$ cat config.mk
export PLATFORM = sky130hd
export DESIGN_NAME = wb_cmd_master
export DESIGN_NICKNAME = d
export VERILOG_FILES = /design/src/rtl/wb_cmd_master_pkg.sv /design/src/rtl/wb_timeout_cnt.sv /design/src/rtl/wb_cmd_master.sv
export SDC_FILE = /design/constraint.sdc
export NUM_CORES = 1
export LEC_CHECK = 0
export CAP_MARGIN = 20
export CORE_MARGIN = 2
export CORE_UTILIZATION = 42
export CTS_CLUSTER_DIAMETER = 60
export DETAILED_ROUTE_END_ITERATION = 8
export GPL_ROUTABILITY_DRIVEN = 0
export PLACE_DENSITY = 0.86
export SYNTH_ARGS = -nofsm -noshare
export SYNTH_HDL_FRONTEND = slang
export SYNTH_SLANG_ARGS = --single-unit
$ cat constraint.sdc
create_clock -name WB_CLK -period 3.27 [get_ports WB_CLK]
set_input_delay 0.981 -clock WB_CLK [delete_from_list [all_inputs] [get_ports WB_CLK]]
set_output_delay 0.981 -clock WB_CLK [all_outputs]
set_load 0.005 [all_outputs]
$ cat src/rtl/wb_cmd_master_pkg.sv
// Shared types and constants for the Wishbone command initiator.
package wb_cmd_master_pkg;

    typedef enum logic [1:0] {
        IDLE = 2'd0,
        BUS  = 2'd1,
        RESP = 2'd2
    } state_t;

    localparam int WB_DAT_W        = 32;
    localparam int WB_BE_W         = 4;
    localparam int DEFAULT_TIMEOUT = 255;

endpackage : wb_cmd_master_pkg

$ cat src/rtl/wb_timeout_cnt.sv
// Bus-phase cycle counter; expired_o flags the last permitted bus cycle.
module wb_timeout_cnt
    import wb_cmd_master_pkg::*;
#(
    parameter int TIMEOUT = DEFAULT_TIMEOUT
) (
    input  logic clk_i,
    input  logic rst_ni,
    input  logic clr_i,
    input  logic en_i,
    output logic expired_o
);

    localparam int CNT_W = $clog2(TIMEOUT + 1);
    localparam logic [CNT_W-1:0] LAST = CNT_W'(TIMEOUT - 1);

    logic [CNT_W-1:0] cnt_q;

    // Count bus cycles without ACK; cleared when a new bus phase starts.
    always_ff @(posedge clk_i) begin
        if (!rst_ni) begin
            cnt_q <= '0;
        end else if (clr_i) begin
            cnt_q <= '0;
        end else if (en_i) begin
            cnt_q <= cnt_q + CNT_W'(1);
        end
    end

    // Counter value k-1 during the k-th bus cycle, so this is the TIMEOUT-th.
    assign expired_o = (cnt_q == LAST);

endmodule : wb_timeout_cnt

$ cat src/rtl/wb_cmd_master.sv
// Single-word Wishbone initiator with a valid/ready command and response port.
module wb_cmd_master
    import wb_cmd_master_pkg::*;
#(
    parameter int ADDR_W   = 17,
    parameter int TIMEOUT  = DEFAULT_TIMEOUT,
    parameter int ERRCNT_W = 8
) (
    input  logic                WB_CLK,
    input  logic                WB_RSTn,
    input  logic                cmd_valid,
    output logic                cmd_ready,
    input  logic                cmd_we,
    input  logic [ADDR_W-1:0]   cmd_adr,
    input  logic [WB_BE_W-1:0]  cmd_be,
    input  logic [WB_DAT_W-1:0] cmd_wdat,
    output logic                rsp_valid,
    input  logic                rsp_ready,
    output logic [WB_DAT_W-1:0] rsp_rdat,
    output logic                rsp_err,
    output logic                rsp_we,
    output logic [ADDR_W-1:0]   WBs_ADR,
    output logic                WBs_CYC,
    output logic                WBs_STB,
    output logic                WBs_WE,
    output logic                WBs_RD,
    output logic [WB_BE_W-1:0]  WBs_BYTE_STB,
    output logic [WB_DAT_W-1:0] WBs_WR_DAT,
    input  logic [WB_DAT_W-1:0] WBs_RD_DAT,
    input  logic                WBs_ACK,
    output logic [ERRCNT_W-1:0] err_cnt
);

    state_t                state_q, state_d;
    logic [ADDR_W-1:0]     adr_q, adr_d;
    logic [WB_BE_W-1:0]    be_q, be_d;
    logic [WB_DAT_W-1:0]   wdat_q, wdat_d;
    logic                  we_q, we_d;
    logic [WB_DAT_W-1:0]   rdat_q, rdat_d;
    logic                  err_q, err_d;
    logic [ERRCNT_W-1:0]   err_cnt_q, err_cnt_d;
    logic                  cmd_ready_q;
    logic                  cyc_q;
    logic                  wb_we_q;
    logic                  wb_rd_q;
    logic                  rsp_valid_q;
    logic                  cnt_clr;
    logic                  cnt_en;
    logic                  tmo_expired;

    wb_timeout_cnt #(
        .TIMEOUT (TIMEOUT)
    ) u_tmo (
        .clk_i     (WB_CLK),
        .rst_ni    (WB_RSTn),
        .clr_i     (cnt_clr),
        .en_i      (cnt_en),
        .expired_o (tmo_expired)
    );

    // Next-state logic: capture, ACK/timeout resolution, response hand-off.
    always_comb begin
        state_d   = state_q;
        adr_d     = adr_q;
        be_d      = be_q;
        wdat_d    = wdat_q;
        we_d      = we_q;
        rdat_d    = rdat_q;
        err_d     = err_q;
        err_cnt_d = err_cnt_q;
        cnt_clr   = 1'b0;
        cnt_en    = 1'b0;
        unique case (state_q)
            IDLE: begin
                if (cmd_valid) begin
                    adr_d   = cmd_adr;
                    be_d    = cmd_be;
                    wdat_d  = cmd_wdat;
                    we_d    = cmd_we;
                    cnt_clr = 1'b1;
                    state_d = BUS;
                end
            end
            BUS: begin
                // ACK takes priority over a timeout in the same cycle.
                if (WBs_ACK) begin
                    rdat_d  = we_q ? '0 : WBs_RD_DAT;
                    err_d   = 1'b0;
                    state_d = RESP;
                end else if (tmo_expired) begin
                    rdat_d  = '0;
                    err_d   = 1'b1;
                    if (err_cnt_q != '1) begin
                        err_cnt_d = err_cnt_q + ERRCNT_W'(1);
                    end
                    state_d = RESP;
                end else begin
                    cnt_en = 1'b1;
                end
            end
            RESP: begin
                if (rsp_ready) begin
                    state_d = IDLE;
                end
            end
            default: state_d = IDLE;
        endcase
    end

    // State and registered outputs, decoded from the next state.
    always_ff @(posedge WB_CLK) begin
        if (!WB_RSTn) begin
            state_q     <= IDLE;
            adr_q       <= '0;
            be_q        <= '0;
            wdat_q      <= '0;
            we_q        <= 1'b0;
            rdat_q      <= '0;
            err_q       <= 1'b0;
            err_cnt_q   <= '0;
            cmd_ready_q <= 1'b1;
            cyc_q       <= 1'b0;
            wb_we_q     <= 1'b0;
            wb_rd_q     <= 1'b0;
            rsp_valid_q <= 1'b0;
        end else begin
            state_q     <= state_d;
            adr_q       <= adr_d;
            be_q        <= be_d;
            wdat_q      <= wdat_d;
            we_q        <= we_d;
            rdat_q      <= rdat_d;
            err_q       <= err_d;
            err_cnt_q   <= err_cnt_d;
            cmd_ready_q <= (state_d == IDLE);
            cyc_q       <= (state_d == BUS);
            wb_we_q     <= (state_d == BUS) && we_d;
            wb_rd_q     <= (state_d == BUS) && !we_d;
            rsp_valid_q <= (state_d == RESP);
        end
    end

    assign cmd_ready    = cmd_ready_q;
    assign rsp_valid    = rsp_valid_q;
    assign rsp_rdat     = rdat_q;
    assign rsp_err      = err_q;
    assign rsp_we       = we_q;
    assign WBs_ADR      = adr_q;
    assign WBs_CYC      = cyc_q;
    assign WBs_STB      = cyc_q;
    assign WBs_WE       = wb_we_q;
    assign WBs_RD       = wb_rd_q;
    assign WBs_BYTE_STB = be_q;
    assign WBs_WR_DAT   = wdat_q;
    assign err_cnt      = err_cnt_q;

endmodule : wb_cmd_master

==> impl.org <==
** Global route
- Number of antenna violations at the first check in global routing :: 0
- Wire length of the first global-routing pass :: 18210 um
- Global router's overall resource usage :: 0.2189
- Sum of overflow across all layers after global routing :: 0
- Entering global routing, the biggest net connects 60 pins.
- The number of global-route vias before repair was 3850.

** Yosys
- Sequential share of the synthesized area :: 0.5392
- Yosys mapped the design onto 44 distinct sky130hd cell types.
- Fraction of post-synthesis cell area in the top cell type by area :: 0.5392
- Cell types occupying the most area after synthesis :: sky130_fd_sc_hd__dfxtp_1 (54%), sky130_fd_sc_hd__nand2_1 (14%), sky130_fd_sc_hd__a21oi_1 (12%), sky130_fd_sc_hd__o21ai_0 (4.2%), sky130_fd_sc_hd__clkbuf_1 (2.8%)
- The Yosys step of the flow raised 0 warnings.
- Synth Net Count :: 595
- The synthesized netlist occupies a cell area of 4084 um^2.
- Flop and latch count out of synthesis :: 110
- Main synth FF type :: sky130_fd_sc_hd__dfxtp_1
- Most area-hungry cell type in the Yosys netlist :: sky130_fd_sc_hd__dfxtp_1
- Post-Syn Area per Cell :: 8.152 um^2
- Yosys mapped a number of flops with a built-in enable equal to 0.
- The cell count after synthesis came out at 501.
- After synthesis, the share of flip-flops with an asynchronous set or reset is 0.

** STA
- In this run the tightest slew margin relative to its limit is 0.5700.
- Worst-margin pin slew :: 0.6392 ns
- Timing-limited maximum frequency :: 394.9 MHz
- Minimum period implied by the final worst setup slack :: 2.532 ns
- Final hold violation count :: 0
- In the finished design, the share of the clock period the worst path needs comes to 0.7744.
- Final count of pins violating max slew :: 0
- Unrepaired setup endpoints after global routing :: no
- Total of endpoints with negative setup slack in the final report :: 0
- Setup TNS :: 0 ns
- On the final layout, the worst clock skew is 0.01657 ns.

** Worst setup path
- In this run the worst path has a maximum fanout of 11.
- The critical path is of the primary input to flip-flop type.
- Worst r2r dst :: err_cnt[3]
- End of the critical path :: err_cnt[3]
- Signal arrival time at the worst endpoint :: 2.82 ns
- Required time at the endpoint of the critical path :: 3.56 ns
- The startpoint identified for the worst register-to-register timing path is u_tmo.cnt_q[0].
- In this run the worst setup path begins at WBs_ACK.
- The worst setup path is captured at a flip-flop.
- Setup slack of the most critical reg-to-reg path :: 1.30 ns
- R2R depth :: 6
- CP startpoint kind :: primary input

** Power
- Summed over all nets, the switching power comes to 694.3 uW.
- Power per standard cell area :: 420.2 nW/um^2
- Flop pwr share :: 0.545
- Clock share of power :: 0.293
- Total power draw :: 2.636 mW
- Of the total power, the share spent switching nets is 0.2633.
- The internal power of the cells totals 1.942 mW.
- IR analysis of the VDD net gives a maximum drop of 318.8 uV.
- Leakage power figure :: 2.224 nW
- The share of total power dissipated in combinational logic is 0.162.

** Final layout
- Post-layout utilization of the core :: 0.6726
- After filler insertion, the fill cell instance count of the layout stands at 767.
- Leading cell types in the layout, fill and taps excluded :: sky130_fd_sc_hd__clkdlybuf4s50_1 (191), sky130_fd_sc_hd__nand2_1 (149), sky130_fd_sc_hd__dfxtp_1 (110), sky130_fd_sc_hd__a21oi_1 (93), sky130_fd_sc_hd__o21ai_0 (34)
- Area taken by multi-input logic gates :: 1734 um^2
- Post-layout nets :: 769
- Combined flip-flop and latch cell area :: 2202 um^2
- Most common library cell in the layout ignoring fill and taps :: sky130_fd_sc_hd__clkdlybuf4s50_1
- Diode insertion count for antenna repair :: 0
- Relative to the synthesized area, the layout overhead comes to 53.62%.
- Fraction of final layout cells sized beyond drive strength 1 :: 0.05000

** Floorplanning
- The floorplan step defined a core boundary enclosing 9328 um^2.
- For this configuration, the core starts out at a cell density of 0.4378.
- Number of top-level pins :: 192
- Die outline width :: 102.6 um
- Total number of placement rows :: 35
- The die is 102.6 um tall.
- The die covers 10530 um^2.

** CTS
- Buffers added to address setup during post-CTS repair amount to 0.
- In this run the deepest clock path goes through 2 buffers.
- The tree is rooted in a sky130_fd_sc_hd__clkbuf_8.
- Clk_lat worst skew :: 0.36 ns
- In this run, CTS created clock tree buffers numbering 9.
- TritonCTS built the clock tree.
- Clock-pin slew was measured on the worst setup and hold paths at 0.10 ns.
- Quantity of gates resized following cts :: 0
- Clock H-tree levels :: 3
- Total number of clock tree sinks :: 110
- After clock tree synthesis, the flow added hold-fix buffers numbering 0.

** Place
- After legalization and detailed placement, the total HPWL measured 8293 um.
- Input and output buffers added on the ports amount to 191.

** Status
- The flow ran to the end, and the final reports show no timing, DRC or antenna violations.

** Drt
- In the routed layout, each cell is associated on average with a via count of 5.072.
- In the routed design, unresolved DRC markers number 0.
- Number of detailed-routing iterations run before antenna repair :: 4
- The final layout contains routed wiring with a total length of 11620 um.
- Vias post-DR :: 4103
- Routed wirelength normalized by instance count :: 14.36 um
- Drt initial violations :: 101
- The detail route stage leaves a number of antenna-violating nets equal to 0.

** Worst hold path
- The tightest min-delay check is of the flip-flop to flip-flop type.

** Run
- Number of maximum-capacitance violations :: 0
-- per-layer routing --
metal	track usage	vias up	wire [um]
li1	-	2040	-
met1	0.2501	1888	4457
met2	0.3801	167	5882
met3	0.08407	8	1157
met4	0.06564	0	119
met5	0	-	0
-- state kept, by name, indices dropped and copies added, names as in the netlist --
signal,flops
cmd_ready,1
WBs_ADR,17
WBs_WR_DAT,32
WBs_WE,1
WBs_CYC,1
WBs_RD,1
rsp_rdat,32
state_q,2
rsp_err,1
err_cnt,8
rsp_we,1
rsp_valid,1
WBs_BYTE_STB,4
u_tmo.cnt_q,8
-- synth_stat cells (all sizes together), types with 2 or more instances --
cell type	number
nand2	150
dfxtp	110
a21oi	94
o21ai	35
clkbuf	31
nor2	14
nand3	8
buf	5
mux2i	4
and3	3
ha	3
inv	3
nand2b	3
nand4	3
nor4	3
o31ai	3
or4	3
nor3	2
nor3b	2
o21a	2
xnor2	2
xor2	2
-- worst max-delay path: stages --
cell and delay, ns:
sky130_fd_sc_hd__clkdlybuf4s50_1 0.53, sky130_fd_sc_hd__nor3b_4 0.36, sky130_fd_sc_hd__nand3_2 0.24, sky130_fd_sc_hd__or4_1 0.55, sky130_fd_sc_hd__a21oi_1 0.17
-- metrics by stage --
step                cells  area (um^2)  setup WS [ns]  hold WS [ns]
floorplan             501         4084          1.114        0.4518
global placement      793         6093         0.4791        0.4409
global route          809         6274         0.6066        0.4797
finish                809         6274         0.7378        0.4572
CTS                   809         6274         0.7615        0.4618
detailed placement    793         6093         0.3883        0.4474
-- power by group through the flow --
stage	clock network (mW)	logic (mW)	registers, mW
after floorplan	0	0.146	1.47
after global placement	0	0.423	1.46
after detailed placement	0	0.430	1.47
after CTS	0.798	0.432	1.44
after global routing	0.852	0.468	1.45
final	0.772	0.428	1.44
-- cell type report --
| class | count | area share |
|---|---|---|
| well taps | 129 | 0.02573 |
| inverters | 3 | 0.001795 |
| clock buffers | 9 | 0.01974 |
| clock inverters | 7 | 0.008975 |
| repair buffers | 199 | 0.3163 |
| multi-input cells | 352 | 0.2764 |
| flip-flops and latches | 110 | 0.3510 |
-- worst min-delay path by stage --
stage	start	endpoint	slack, ns	cells after the start
2_1_floorplan	u_tmo.cnt_q[7]	u_tmo.cnt_q[7]	0.45	1
6_report	WBs_ADR[15]	WBs_ADR[15]	0.46	2
4_1_cts	WBs_ADR[15]	WBs_ADR[15]	0.46	2
3_3_place_gp	WBs_WR_DAT[27]	WBs_WR_DAT[27]	0.44	2
5_1_grt	WBs_BYTE_STB[2]	WBs_BYTE_STB[2]	0.48	2
3_5_place_dp	WBs_ADR[15]	WBs_ADR[15]	0.45	2
-- cell families (layout without fill, tap and decap cells) --
kind of cell	Yosys count	in the layout	share of synthesized area
multiplexers	4	4	0.009804
XOR/XNOR	4	4	0.008580
buffers and inverters	39	218	0.03860
AND/OR/NAND/NOR	197	197	0.2068
adder cells (fa/ha/maj)	3	3	0.009192
AO/OA/AOI/OAI	144	144	0.1878
flip-flops	110	110	0.5392
Note: power is estimated with default switching activity, not from simulation.
